--- config.mk ---
export PLATFORM = sky130hd
export DESIGN_NAME = ray_aabb_sched_flat
export DESIGN_NICKNAME = d
export VERILOG_FILES = /design/src/rtl/ray_aabb_sched_if.sv /design/src/rtl/ray_aabb_sched.sv /design/src/flat_wrapper.sv
export SDC_FILE = /design/constraint.sdc
export NUM_CORES = 2
export LEC_CHECK = 0
export CORE_ASPECT_RATIO = 1.1
export CORE_MARGIN = 3
export CORE_UTILIZATION = 61
export DETAILED_ROUTE_END_ITERATION = 7
export GPL_TIMING_DRIVEN = 0
export PLACE_DENSITY = 0.93
export REMOVE_ABC_BUFFERS = 1
export SLEW_MARGIN = 20
export SYNTH_ARGS = -nofsm -noshare
export SYNTH_HDL_FRONTEND = slang
export SYNTH_SLANG_ARGS = --single-unit
--- constraint.sdc ---
create_clock -name clk -period 9.4 [get_ports clk]
set_input_delay 2.82 -clock clk [delete_from_list [all_inputs] [get_ports clk]]
set_output_delay 2.82 -clock clk [all_outputs]
set_load 0.005 [all_outputs]
--- src/rtl/ray_aabb_sched_if.sv ---
// Job/result/datapath bundle for the ray-AABB test scheduler.
// The scheduler uses the slave view; the surrounding environment (job source,
// result sink and the ray-box datapath) uses the master view.
interface ray_aabb_sched_if #(
   parameter int W     = 17,
   parameter int TAG_W = 8
) ();
   // job channel
   logic             in_valid;
   logic             in_ready;
   logic [TAG_W-1:0] in_tag;
   logic             in_exp;
   logic [6*W-1:0]   in_box;
   logic [3*W-1:0]   in_org;
   logic [3*W-1:0]   in_div;
   logic [2:0]       in_dir;
   // datapath operands and returned result
   logic [6*W-1:0]   dp_box;
   logic [3*W-1:0]   dp_org;
   logic [3*W-1:0]   dp_div;
   logic [2:0]       dp_dir;
   logic             dp_hit;
   // result channel
   logic             out_valid;
   logic             out_ready;
   logic [TAG_W-1:0] out_tag;
   logic             out_hit;
   logic             out_err;

   modport slave (
      input  in_valid, in_tag, in_exp, in_box, in_org, in_div, in_dir,
      output in_ready,
      output dp_box, dp_org, dp_div, dp_dir,
      input  dp_hit,
      output out_valid, out_tag, out_hit, out_err,
      input  out_ready
   );

   modport master (
      output in_valid, in_tag, in_exp, in_box, in_org, in_div, in_dir,
      input  in_ready,
      input  dp_box, dp_org, dp_div, dp_dir,
      output dp_hit,
      input  out_valid, out_tag, out_hit, out_err,
      output out_ready
   );
endinterface

--- src/rtl/ray_aabb_sched.sv ---
// Ray-AABB job scheduler: issues jobs to a fixed-latency datapath, tracks
// them in a tag/expectation delay line, and buffers results in a credit-
// protected FIFO so the datapath never has to stall.
module ray_aabb_sched #(
   parameter int W     = 17,
   parameter int LAT   = 34,
   parameter int TAG_W = 8,
   parameter int DEPTH = 64
) (
   input  logic            clk,
   input  logic            rst,
   ray_aabb_sched_if.slave bus,
   input  logic            flush,
   output logic            done,
   output logic            busy,
   output logic [15:0]     type1_cnt,
   output logic [15:0]     type2_cnt
);

   localparam int AW = (DEPTH > 1) ? $clog2(DEPTH) : 1;
   localparam int CW = $clog2(DEPTH + 1);
   localparam int EW = TAG_W + 2;

   localparam logic [1:0] ST_IDLE  = 2'd0;
   localparam logic [1:0] ST_RUN   = 2'd1;
   localparam logic [1:0] ST_DRAIN = 2'd2;

   localparam logic [CW-1:0] CNT_ZERO = CW'(0);
   localparam logic [CW-1:0] CNT_ONE  = CW'(1);
   localparam logic [CW:0]   DEPTH_W  = (CW+1)'(DEPTH);
   localparam logic [AW-1:0] PTR_LAST = AW'(DEPTH - 1);
   localparam logic [AW-1:0] PTR_ONE  = AW'(1);
   localparam logic [15:0]   SAT_MAX  = 16'hFFFF;

   // Advance a FIFO pointer, wrapping modulo DEPTH.
   function automatic logic [AW-1:0] ptr_inc(input logic [AW-1:0] p);
      logic [AW-1:0] r;
      if (p == PTR_LAST) begin
         r = '0;
      end else begin
         r = p + PTR_ONE;
      end
      return r;
   endfunction

   // Increment a 16-bit event counter, sticking at all-ones.
   function automatic logic [15:0] sat_inc(input logic [15:0] v);
      logic [15:0] r;
      if (v == SAT_MAX) begin
         r = v;
      end else begin
         r = v + 16'd1;
      end
      return r;
   endfunction

   logic [1:0]       state_q, state_d;
   logic [CW-1:0]    inflight_q, inflight_d;
   logic [CW-1:0]    fifo_cnt_q, fifo_cnt_d;
   logic [AW-1:0]    wr_ptr_q, wr_ptr_d;
   logic [AW-1:0]    rd_ptr_q, rd_ptr_d;
   logic [EW-1:0]    mem_q [DEPTH];
   logic [EW-1:0]    head_q, head_d;
   logic [LAT:0]     dl_vld_q, dl_vld_d;
   logic [LAT:0]     dl_exp_q, dl_exp_d;
   logic [TAG_W-1:0] dl_tag_q [LAT+1];
   logic [TAG_W-1:0] dl_tag_d [LAT+1];
   logic [6*W-1:0]   dp_box_q, dp_box_d;
   logic [3*W-1:0]   dp_org_q, dp_org_d;
   logic [3*W-1:0]   dp_div_q, dp_div_d;
   logic [2:0]       dp_dir_q, dp_dir_d;
   logic             done_q, done_d;
   logic [15:0]      t1_q, t1_d;
   logic [15:0]      t2_q, t2_d;

   logic             in_ready_s;
   logic             accept_s;
   logic             retire_s;
   logic             pop_s;
   logic             fifo_empty_s;
   logic [CW:0]      credit_used_s;
   logic [EW-1:0]    wdata_s;

   // Handshake qualifiers; in_ready depends only on registered state and rst.
   always_comb begin
      credit_used_s = {1'b0, inflight_q} + {1'b0, fifo_cnt_q};
      in_ready_s    = (state_q != ST_DRAIN) && !rst && (credit_used_s < DEPTH_W);
      accept_s      = bus.in_valid && in_ready_s;
      retire_s      = dl_vld_q[LAT];
      fifo_empty_s  = (fifo_cnt_q == CNT_ZERO);
      pop_s         = bus.out_ready && !fifo_empty_s;
      wdata_s       = {dl_tag_q[LAT], bus.dp_hit, bus.dp_hit ^ dl_exp_q[LAT]};
   end

   // Operand registers load on issue and otherwise hold for the datapath.
   always_comb begin
      if (accept_s) begin
         dp_box_d = bus.in_box;
         dp_org_d = bus.in_org;
         dp_div_d = bus.in_div;
         dp_dir_d = bus.in_dir;
      end else begin
         dp_box_d = dp_box_q;
         dp_org_d = dp_org_q;
         dp_div_d = dp_div_q;
         dp_dir_d = dp_dir_q;
      end
   end

   // Delay line shadowing the datapath; the last stage lines up with dp_hit.
   always_comb begin
      dl_vld_d    = '0;
      dl_exp_d    = '0;
      dl_tag_d    = dl_tag_q;
      dl_vld_d[0] = accept_s;
      dl_exp_d[0] = bus.in_exp;
      dl_tag_d[0] = bus.in_tag;
      for (int k = 1; k <= LAT; k++) begin
         dl_vld_d[k] = dl_vld_q[k-1];
         dl_exp_d[k] = dl_exp_q[k-1];
         dl_tag_d[k] = dl_tag_q[k-1];
      end
   end

   // In-flight and FIFO occupancy plus pointer movement.
   always_comb begin
      case ({accept_s, retire_s})
         2'b10:   inflight_d = inflight_q + CNT_ONE;
         2'b01:   inflight_d = inflight_q - CNT_ONE;
         default: inflight_d = inflight_q;
      endcase
      case ({retire_s, pop_s})
         2'b10:   fifo_cnt_d = fifo_cnt_q + CNT_ONE;
         2'b01:   fifo_cnt_d = fifo_cnt_q - CNT_ONE;
         default: fifo_cnt_d = fifo_cnt_q;
      endcase
      if (retire_s) begin
         wr_ptr_d = ptr_inc(wr_ptr_q);
      end else begin
         wr_ptr_d = wr_ptr_q;
      end
      if (pop_s) begin
         rd_ptr_d = ptr_inc(rd_ptr_q);
      end else begin
         rd_ptr_d = rd_ptr_q;
      end
   end

   // Head register always mirrors the oldest stored entry; a write into an
   // empty FIFO becomes visible one edge later (no bypass).
   always_comb begin
      head_d = head_q;
      if (fifo_empty_s) begin
         if (retire_s) begin
            head_d = wdata_s;
         end else begin
            head_d = head_q;
         end
      end else if (pop_s) begin
         if (fifo_cnt_q == CNT_ONE) begin
            if (retire_s) begin
               head_d = wdata_s;
            end else begin
               head_d = head_q;
            end
         end else begin
            head_d = mem_q[ptr_inc(rd_ptr_q)];
         end
      end else begin
         head_d = head_q;
      end
   end

   // Mismatch counters: type1 = expected hit but missed, type2 = the reverse.
   always_comb begin
      t1_d = t1_q;
      t2_d = t2_q;
      if (retire_s) begin
         if (dl_exp_q[LAT] && !bus.dp_hit) begin
            t1_d = sat_inc(t1_q);
         end else begin
            t1_d = t1_q;
         end
         if (!dl_exp_q[LAT] && bus.dp_hit) begin
            t2_d = sat_inc(t2_q);
         end else begin
            t2_d = t2_q;
         end
      end else begin
         t1_d = t1_q;
         t2_d = t2_q;
      end
   end

   // Control FSM; flush wins over a concurrent issue, drain completion pulses done.
   always_comb begin
      state_d = state_q;
      done_d  = 1'b0;
      case (state_q)
         ST_IDLE: begin
            if (flush) begin
               state_d = ST_DRAIN;
            end else if (accept_s) begin
               state_d = ST_RUN;
            end else begin
               state_d = ST_IDLE;
            end
         end
         ST_RUN: begin
            if (flush) begin
               state_d = ST_DRAIN;
            end else if (!accept_s && (inflight_q == CNT_ZERO) && fifo_empty_s) begin
               state_d = ST_IDLE;
            end else begin
               state_d = ST_RUN;
            end
         end
         ST_DRAIN: begin
            if ((inflight_q == CNT_ZERO) && fifo_empty_s) begin
               state_d = ST_IDLE;
               done_d  = 1'b1;
            end else begin
               state_d = ST_DRAIN;
            end
         end
         default: begin
            state_d = ST_IDLE;
            done_d  = 1'b0;
         end
      endcase
   end

   // Control, tracking and output registers with synchronous reset.
   always_ff @(posedge clk) begin
      if (rst) begin
         state_q    <= ST_IDLE;
         inflight_q <= CNT_ZERO;
         fifo_cnt_q <= CNT_ZERO;
         wr_ptr_q   <= '0;
         rd_ptr_q   <= '0;
         head_q     <= '0;
         dl_vld_q   <= '0;
         dl_exp_q   <= '0;
         dl_tag_q   <= '{default: '0};
         dp_box_q   <= '0;
         dp_org_q   <= '0;
         dp_div_q   <= '0;
         dp_dir_q   <= 3'b000;
         done_q     <= 1'b0;
         t1_q       <= 16'h0000;
         t2_q       <= 16'h0000;
      end else begin
         state_q    <= state_d;
         inflight_q <= inflight_d;
         fifo_cnt_q <= fifo_cnt_d;
         wr_ptr_q   <= wr_ptr_d;
         rd_ptr_q   <= rd_ptr_d;
         head_q     <= head_d;
         dl_vld_q   <= dl_vld_d;
         dl_exp_q   <= dl_exp_d;
         dl_tag_q   <= dl_tag_d;
         dp_box_q   <= dp_box_d;
         dp_org_q   <= dp_org_d;
         dp_div_q   <= dp_div_d;
         dp_dir_q   <= dp_dir_d;
         done_q     <= done_d;
         t1_q       <= t1_d;
         t2_q       <= t2_d;
      end
   end

   // Result storage; contents are don't-care until written, pointers guard reads.
   always_ff @(posedge clk) begin
      if (!rst && retire_s) begin
         mem_q[wr_ptr_q] <= wdata_s;
      end
   end

   assign bus.in_ready  = in_ready_s;
   assign bus.dp_box    = dp_box_q;
   assign bus.dp_org    = dp_org_q;
   assign bus.dp_div    = dp_div_q;
   assign bus.dp_dir    = dp_dir_q;
   assign bus.out_valid = !fifo_empty_s;
   assign bus.out_tag   = head_q[EW-1:2];
   assign bus.out_hit   = head_q[1];
   assign bus.out_err   = head_q[0];
   assign done          = done_q;
   assign busy          = (state_q != ST_IDLE);
   assign type1_cnt     = t1_q;
   assign type2_cnt     = t2_q;

endmodule

--- src/flat_wrapper.sv ---
// flat-port wrapper written by rule: the top's interface ports become plain ports
module ray_aabb_sched_flat 
#(
   parameter int W     = 17,
   parameter int LAT   = 34,
   parameter int TAG_W = 8,
   parameter int DEPTH = 64
)
  (clk, rst, flush, done, busy, type1_cnt, type2_cnt, bus_in_valid, bus_in_tag, bus_in_exp, bus_in_box, bus_in_org, bus_in_div, bus_in_dir, bus_in_ready, bus_dp_box, bus_dp_org, bus_dp_div, bus_dp_dir, bus_dp_hit, bus_out_valid, bus_out_tag, bus_out_hit, bus_out_err, bus_out_ready);
  ray_aabb_sched_if #(.W(W), .TAG_W(TAG_W)) bus_i ();
  input  logic clk;
  input  logic rst;
  input  logic flush;
  output logic done;
  output logic busy;
  output logic [15:0] type1_cnt;
  output logic [15:0] type2_cnt;
  input wire logic [$bits(bus_i.in_valid)-1:0] bus_in_valid;
  input wire logic [$bits(bus_i.in_tag)-1:0] bus_in_tag;
  input wire logic [$bits(bus_i.in_exp)-1:0] bus_in_exp;
  input wire logic [$bits(bus_i.in_box)-1:0] bus_in_box;
  input wire logic [$bits(bus_i.in_org)-1:0] bus_in_org;
  input wire logic [$bits(bus_i.in_div)-1:0] bus_in_div;
  input wire logic [$bits(bus_i.in_dir)-1:0] bus_in_dir;
  output wire logic [$bits(bus_i.in_ready)-1:0] bus_in_ready;
  output wire logic [$bits(bus_i.dp_box)-1:0] bus_dp_box;
  output wire logic [$bits(bus_i.dp_org)-1:0] bus_dp_org;
  output wire logic [$bits(bus_i.dp_div)-1:0] bus_dp_div;
  output wire logic [$bits(bus_i.dp_dir)-1:0] bus_dp_dir;
  input wire logic [$bits(bus_i.dp_hit)-1:0] bus_dp_hit;
  output wire logic [$bits(bus_i.out_valid)-1:0] bus_out_valid;
  output wire logic [$bits(bus_i.out_tag)-1:0] bus_out_tag;
  output wire logic [$bits(bus_i.out_hit)-1:0] bus_out_hit;
  output wire logic [$bits(bus_i.out_err)-1:0] bus_out_err;
  input wire logic [$bits(bus_i.out_ready)-1:0] bus_out_ready;
  assign bus_i.in_valid = bus_in_valid;
  assign bus_i.in_tag = bus_in_tag;
  assign bus_i.in_exp = bus_in_exp;
  assign bus_i.in_box = bus_in_box;
  assign bus_i.in_org = bus_in_org;
  assign bus_i.in_div = bus_in_div;
  assign bus_i.in_dir = bus_in_dir;
  assign bus_in_ready = bus_i.in_ready;
  assign bus_dp_box = bus_i.dp_box;
  assign bus_dp_org = bus_i.dp_org;
  assign bus_dp_div = bus_i.dp_div;
  assign bus_dp_dir = bus_i.dp_dir;
  assign bus_i.dp_hit = bus_dp_hit;
  assign bus_out_valid = bus_i.out_valid;
  assign bus_out_tag = bus_i.out_tag;
  assign bus_out_hit = bus_i.out_hit;
  assign bus_out_err = bus_i.out_err;
  assign bus_i.out_ready = bus_out_ready;
  ray_aabb_sched #(.W(W), .LAT(LAT), .TAG_W(TAG_W), .DEPTH(DEPTH)) u_core (.clk(clk), .rst(rst), .bus(bus_i), .flush(flush), .done(done), .busy(busy), .type1_cnt(type1_cnt), .type2_cnt(type2_cnt));
endmodule
* Word level (Yosys, flattened, before mapping)
Memory sizes are Yosys's and may differ from the RTL's.
Cells that the tools add are included.
** Storage, ports and cells
- Bits in registers :: 628
- Latch bits :: 0
- Memory bits (writable) :: 640
- Bits in read-only memories :: 0
- Bits of input ports :: 222
- Word-level logic and storage cells :: 122
- Memories kept :: 1
** Operators by class
- Add/subtract/negate cells :: 9
- $mul :: 0
- Divide/modulo/power cells :: 0
- $lt $le $gt $ge :: 1
- Eq/ne operators :: 12
- Shift operators :: 0
- Multiplexer cells :: 20
- Bitwise gates (word level) :: 4
- Reduce and logical (&&, ||, !) cells :: 25
** Memory list
- u_core.mem_q :: words 64, width 10, rd ports 1, clocked after memory_dff 0, wr ports 1, RTL line ray_aabb_sched.sv:62 : logic [EW-1:0] mem_q [DEPTH];
** Operator list (number)
- two-way mux 10 bit :: 4
- adder 16 x 1 -> 16 bit, second input constant :: 2
- == test 16 bit, second input constant :: 2
- two-way mux 6 bit :: 5
- case mux 7 bit (2 select lines) :: 2
- adder 7 x 1 -> 7 bit, second input constant :: 2
- logical NOT 7 bit :: 2
- subtractor 7 x 1 -> 7 bit, second input constant :: 2
- adder 6 x 1 -> 6 bit, second input constant :: 2
- == test 6 bit, second input constant :: 2
- logical AND 1 bit :: 10
- adder 7 x 7 -> 8 bit :: 1
- < comparator 8 x 7 -> 1 bit, second input constant :: 1
- nonzero test 2 bit :: 4
- == test 7 x 1 -> 1 bit, second input constant :: 1
- == test 2 x 1 -> 1 bit, second input constant :: 3
- == test 2 bit, second input constant :: 3
- two-way mux 2 bit :: 3
- case mux 2 bit (3 select lines) :: 1
- AND reduction 3 bit :: 2
- logical NOT 1 bit :: 5
- two-way mux 1 bit :: 5
- NOT 1 bit :: 3
- logical NOT 2 bit :: 1
- 3 further kinds :: 3

* Longest topological paths before layout
- Depth after elaboration :: 10
- Gate-level depth with buffers :: 19
- Mapped depth without buffers :: 18

* Least setup slack after synthesis
Ideal clock, no wire load.
- Path kind :: input port to output port
- Start point :: input rst
- End point :: output bus_in_ready
- Arrival :: 3.285 ns
- Data required time :: 6.580 ns
- Slack :: 3.295 ns
- Stages :: 3
- Path buffers :: 0
- Cell sequence :: nor4_1 -> nand2_1 -> a21oi_1
** On the way
- Cells in the longest elaborated chain, start to end :: 3
** RTL lines
- from (decl) :: RTL line flat_wrapper.sv:12 : input logic rst;
- logical NOT 1 bit :: RTL line ray_aabb_sched.sv:87 : in_ready_s = (state_q != ST_DRAIN) && !rst && (credit_used_s < DEPTH_W);
- logical AND 1 bit (2 in a row) :: RTL line ray_aabb_sched.sv:87
- to (decl) :: RTL line flat_wrapper.sv:25 : output wire logic [$bits(bus_i.in_ready)-1:0] bus_in_ready;
Every way passes these cells.

* Worst setup path in the final report
Same ends and word-level chain as after synthesis.

==> metrics.md <==
| Metric | Value |
|---|---|
| Status | `complete, but fails checks` |
| Failing checks | `DRC` |
| Vias per std cell | `6.21` |
| First-pass GRT wire length | `195000 um` |
| Most used DFF post-synth | `edfxtp_1` |
| Post-Synth Simple-Gate Area | `0.144` |
| Crit-path slowest cell | `clkdlybuf4s50_1` |
| Critical path, cell by cell | `buf_8 > nor4_1 > nand2_1 > a21oi_1 > clkdlybuf4s50_1` |
| Worst Reg-to-Reg Cells | `17` |
| Psw | `0.00346 W` |
| RSZ-0062 raised after global routing | `false` |
| Internal reg-to-reg setup slack | `4.21 ns` |
| Synth unique cells | `75` |
| Vias in the first global route | `32300` |
| Die span in x | `266 um` |
| Sequential power share | `0.470` |
| Final #Nets | `4298` |
| Pwr dens | `229 mW/mm^2` |
| Arr. time, crit path | `4.65 ns` |
| Die area | `0.0777 mm^2` |
| CP required | `6.58 ns` |
| Post-cts gate resize count | `0` |
| Worst stage delay on the critical path | `0.61 ns` |
| Worst Hold End | `u_core.dl_vld_q[20]` |
| Stages on the worst setup path | `5` |
| Reg2Reg Launch Point | `u_core.inflight_q[1]` |
| Post-route ant nets | `0` |
| Crit. End Element | `output pin` |
| R2r endpoint | `u_core.inflight_q[6]` |
| Area contributors post-synth | `edfxtp_1 (42%), dfxtp_1 (28%), nand2_1 (5.8%), nor2b_1 (4.9%), a21oi_1 (3.3%)` |
| Max-slew violations | `0` |
| Initial antenna violation count | `44` |
| Synth async-reset ratio | `0` |
| Xor/xnor share of the synthesized area | `0.00866` |
| Critical path buffers and inverters | `2` |
| Main combinational cell family by area after synthesis | `simple AND/OR/NAND/NOR gates` |
| CP Class | `input pin to output pin` |
| Worst min-delay path class | `flip-flop to flip-flop` |
| Final std cells w/o fill | `5143` |
| Final period util | `0.795` |
| Slew @ Worst Pin | `1.24 ns` |
| Gr usage total | `0.333` |
| Io pins | `475` |
| Critical path peak fanout | `94` |
| Compound-Gate Fraction of Synth Area | `0.0678` |
| DRC viols | `5` |
| Layout Skew | `0.0585 ns` |
| Largest net degree at the start of global routing | `145` |
| Area added between synthesis and finish | `21.7%` |
| Sw Share | `0.274` |
| Clock Power Share | `0.364` |
| Number of port buffers | `474` |
| Relative slew slack | `0.165` |
| Setup-failing EPs final | `0` |
| Share of cells above drive strength 1 | `0.0723` |
| Cell taking the most area after synthesis | `edfxtp_1` |
| Core Region | `0.0734 mm^2` |
| Max Freq | `134 MHz` |
| Starting Density | `0.618` |
| Clk buf depth | `3` |
| Yosys top cell area share | `0.424` |
| Hold Crit Depth | `1` |
| Cell row count | `104` |
| Syn_area_per_cell | `12.4 um^2` |
| Final Hold Fails | `0` |
| Clk pin slew, worst setup/hold paths | `0.06 ns` |
| Netlist Area Pre-Place | `0.0454 mm^2` |
| Number of buffers created by CTS | `113` |
| CTS tree | `yes` |
| Cells after Synth | `3646` |
| Post-synthesis mux area share | `0.0467` |
| # Post-CTS Setup Buffers | `0` |
| Post-DP HPWL | `79100 um` |
| Vias | `32000` |
| WL final | `133000 um` |
| Synth Area in Adders | `0.00651` |
| Sequential share of the synthesized area | `0.701` |
| GP Congestion | `0.914` |
| Overflow after GRT | `0` |
| CTS Sinks | `1268` |
| TritonRoute pass-1 iters | `8` |
| Minimum clock period | `7.47 ns` |
| Die Y | `292 um` |
| CP delay by family, top | `buffers and inverters` |
| Fin util | `0.752` |
| Critical Path Start Type | `input pin` |
| Placed insts | `4891` |
| Initial drt markers | `4951` |
| Synth warn | `0` |
| Clk_lat worst skew | `0.71 ns` |
| Cts hold-fix bufs | `0` |
| Leak pwr | `18.8 nW` |
| Worst Hold Launch | `u_core.dl_vld_q[19]` |
| Logic pwr share | `0.166` |
| FF+latch count, synth | `1268` |
| Power Internal | `0.00918 W` |
| DR WL/cell | `25.8 um` |
| Post-synth EDFFs | `640` |
| Number of max-cap violations | `0` |
| Root Buffer | `clkbuf_16` |
| H-tree level count | `3` |
| Maximum vdd ir drop | `160 uV` |
power groups by stage:
| stage | Clock [W] | Sequential [W] | Combinational [W] |
|---|---|---|---|
| 6_report | 0.00460 | 0.00594 | 0.00210 |
| 5_1_grt | 0.00482 | 0.00594 | 0.00216 |
| 4_1_cts | 0.00462 | 0.00593 | 0.00201 |
| 3_5_place_dp | 0 | 0.00605 | 0.00195 |
| 2_1_floorplan | 0 | 0.00603 | 0.00131 |
| 3_3_place_gp | 0 | 0.00604 | 0.00224 |
worst reg2reg max path, stage by stage (launching register included):
cell and delay, ns:
dfxtp_1 0.46, ha_1 0.29, a31o_1 0.25, a21o_1 0.20, a21o_1 0.18, a21o_1 0.18, a21oi_1 0.43, and2_4 0.52
inv_8 0.26, ha_1 0.43, fa_1 0.47, a21o_1 0.22, a21oi_1 0.24, o21bai_1 0.13, a21oi_1 0.28, xor2_1 0.14
or3_1 0.32, a21oi_1 0.14
layer usage:
layer / track usage / part of all wire / vias up
met5: 0 / 0.00018 / -
met4: 0.242 / 0.082 / 4
met3: 0.105 / 0.12 / 697
met2: 0.546 / 0.48 / 2518
met1: 0.367 / 0.31 / 15100
li1: - / - / 13600
area by class of cell:
cell class,count,area [um^2]
flip-flops and latches,1268,31800
fillers,3966,18200
multi-input cells,2134,12600
repair buffers,517,5720
clock buffers,143,3010
well taps,954,1190
clock inverters,68,703
diodes,40,100
inverters,19,78.8
cells in the mapped netlist (33+ instances only):
library cell and number:
nand3_1 68, buf_2 46, nor2_1 138, o21ai_0 36
nand4_1 41, mux4_2 34, nand2_1 695, dfxtp_1 628
a32oi_1 33, mux2i_1 134, o22ai_1 52, clkbuf_1 130
edfxtp_1 640, a21oi_1 298, nor2b_1 356
per-stage QoR:
stage          area (um^2)  worst slack [ns]  setup TNS [ns]  total power, W  hold slack [ns]
3_5_place_dp         51300              2.00               0         0.00800            0.423
5_1_grt              55200              1.87               0          0.0129            0.442
2_1_floorplan        44300             -2.84         -219.57         0.00734            0.414
4_1_cts              55000              1.99               0          0.0126            0.413
3_3_place_gp         50200            -25.76               -         0.00828            0.417
6_report             55200              1.93               0          0.0126            0.418
registers in the layout, summed over array words and instances (netlist names):
signal,count
u_core.mem_q,640
u_core.dl_tag_d,272
u_core.bus.dp_box,102
u_core.bus.dp_div,51
u_core.bus.dp_org,51
u_core.dl_exp_q,35
u_core.dl_vld_q,35
u_core.type1_cnt,16
u_core.type2_cnt,16
u_core.head_q,10
u_core.dl_tag_q,8
u_core.fifo_cnt_q,7
u_core.inflight_q,7
u_core.rd_ptr_q,6
u_core.wr_ptr_q,6
u_core.bus.dp_dir,3
u_core.state_q,2
u_core.done,1
logic make-up (layout without fill, tap and decap cells):
kind of cell,count (synthesis),after routing
fa+ha+maj,23,23
xor+xnor,44,44
simple gates,1384,1384
buf+inv,244,747
mux,169,169
compound gates,514,514
flops,1268,1268
other cells,0,40
worst max path at each step:
stage          startpoint                   end  slack (ns)
4_1_cts               rst          bus_in_ready        1.99
6_report              rst          bus_in_ready        1.93
2_1_floorplan         rst  u_core.inflight_q[6]       -2.84
3_3_place_gp          rst  u_core.inflight_q[6]      -25.76
5_1_grt               rst          bus_in_ready        1.87
3_5_place_dp          rst          bus_in_ready        2.00
placed cells by master (no fill, tap or decap), types with 9 or more instances in the layout:
cell type,Yosys,routed
a211oi_1,14,14
a21oi_1,298,298
a22oi_1,11,11
a31oi_1,12,12
a32oi_1,33,33
buf_12,0,16
buf_16,0,22
bufinv_16,0,9
clkbuf_1,130,24
clkbuf_16,0,114
clkdlybuf4s50_1,0,472
clkinv_1,0,28
clkinv_2,0,17
dfxtp_1,628,620
diode_2,0,40
edfxtp_1,640,640
ha_1,22,21
inv_1,18,17
mux2i_1,134,134
mux4_2,34,34
nand2_1,695,693
nand2b_1,12,10
nand3_1,68,68
nand4_1,41,41
nor2_1,138,118
nor2_2,0,18
nor2b_1,356,356
nor3_1,17,15
nor4_1,9,9
o21ai_0,36,35
o22ai_1,52,52
or3_1,15,15
xnor2_1,19,18
xor2_1,24,24
Note: power is estimated with default switching activity, not from simulation.
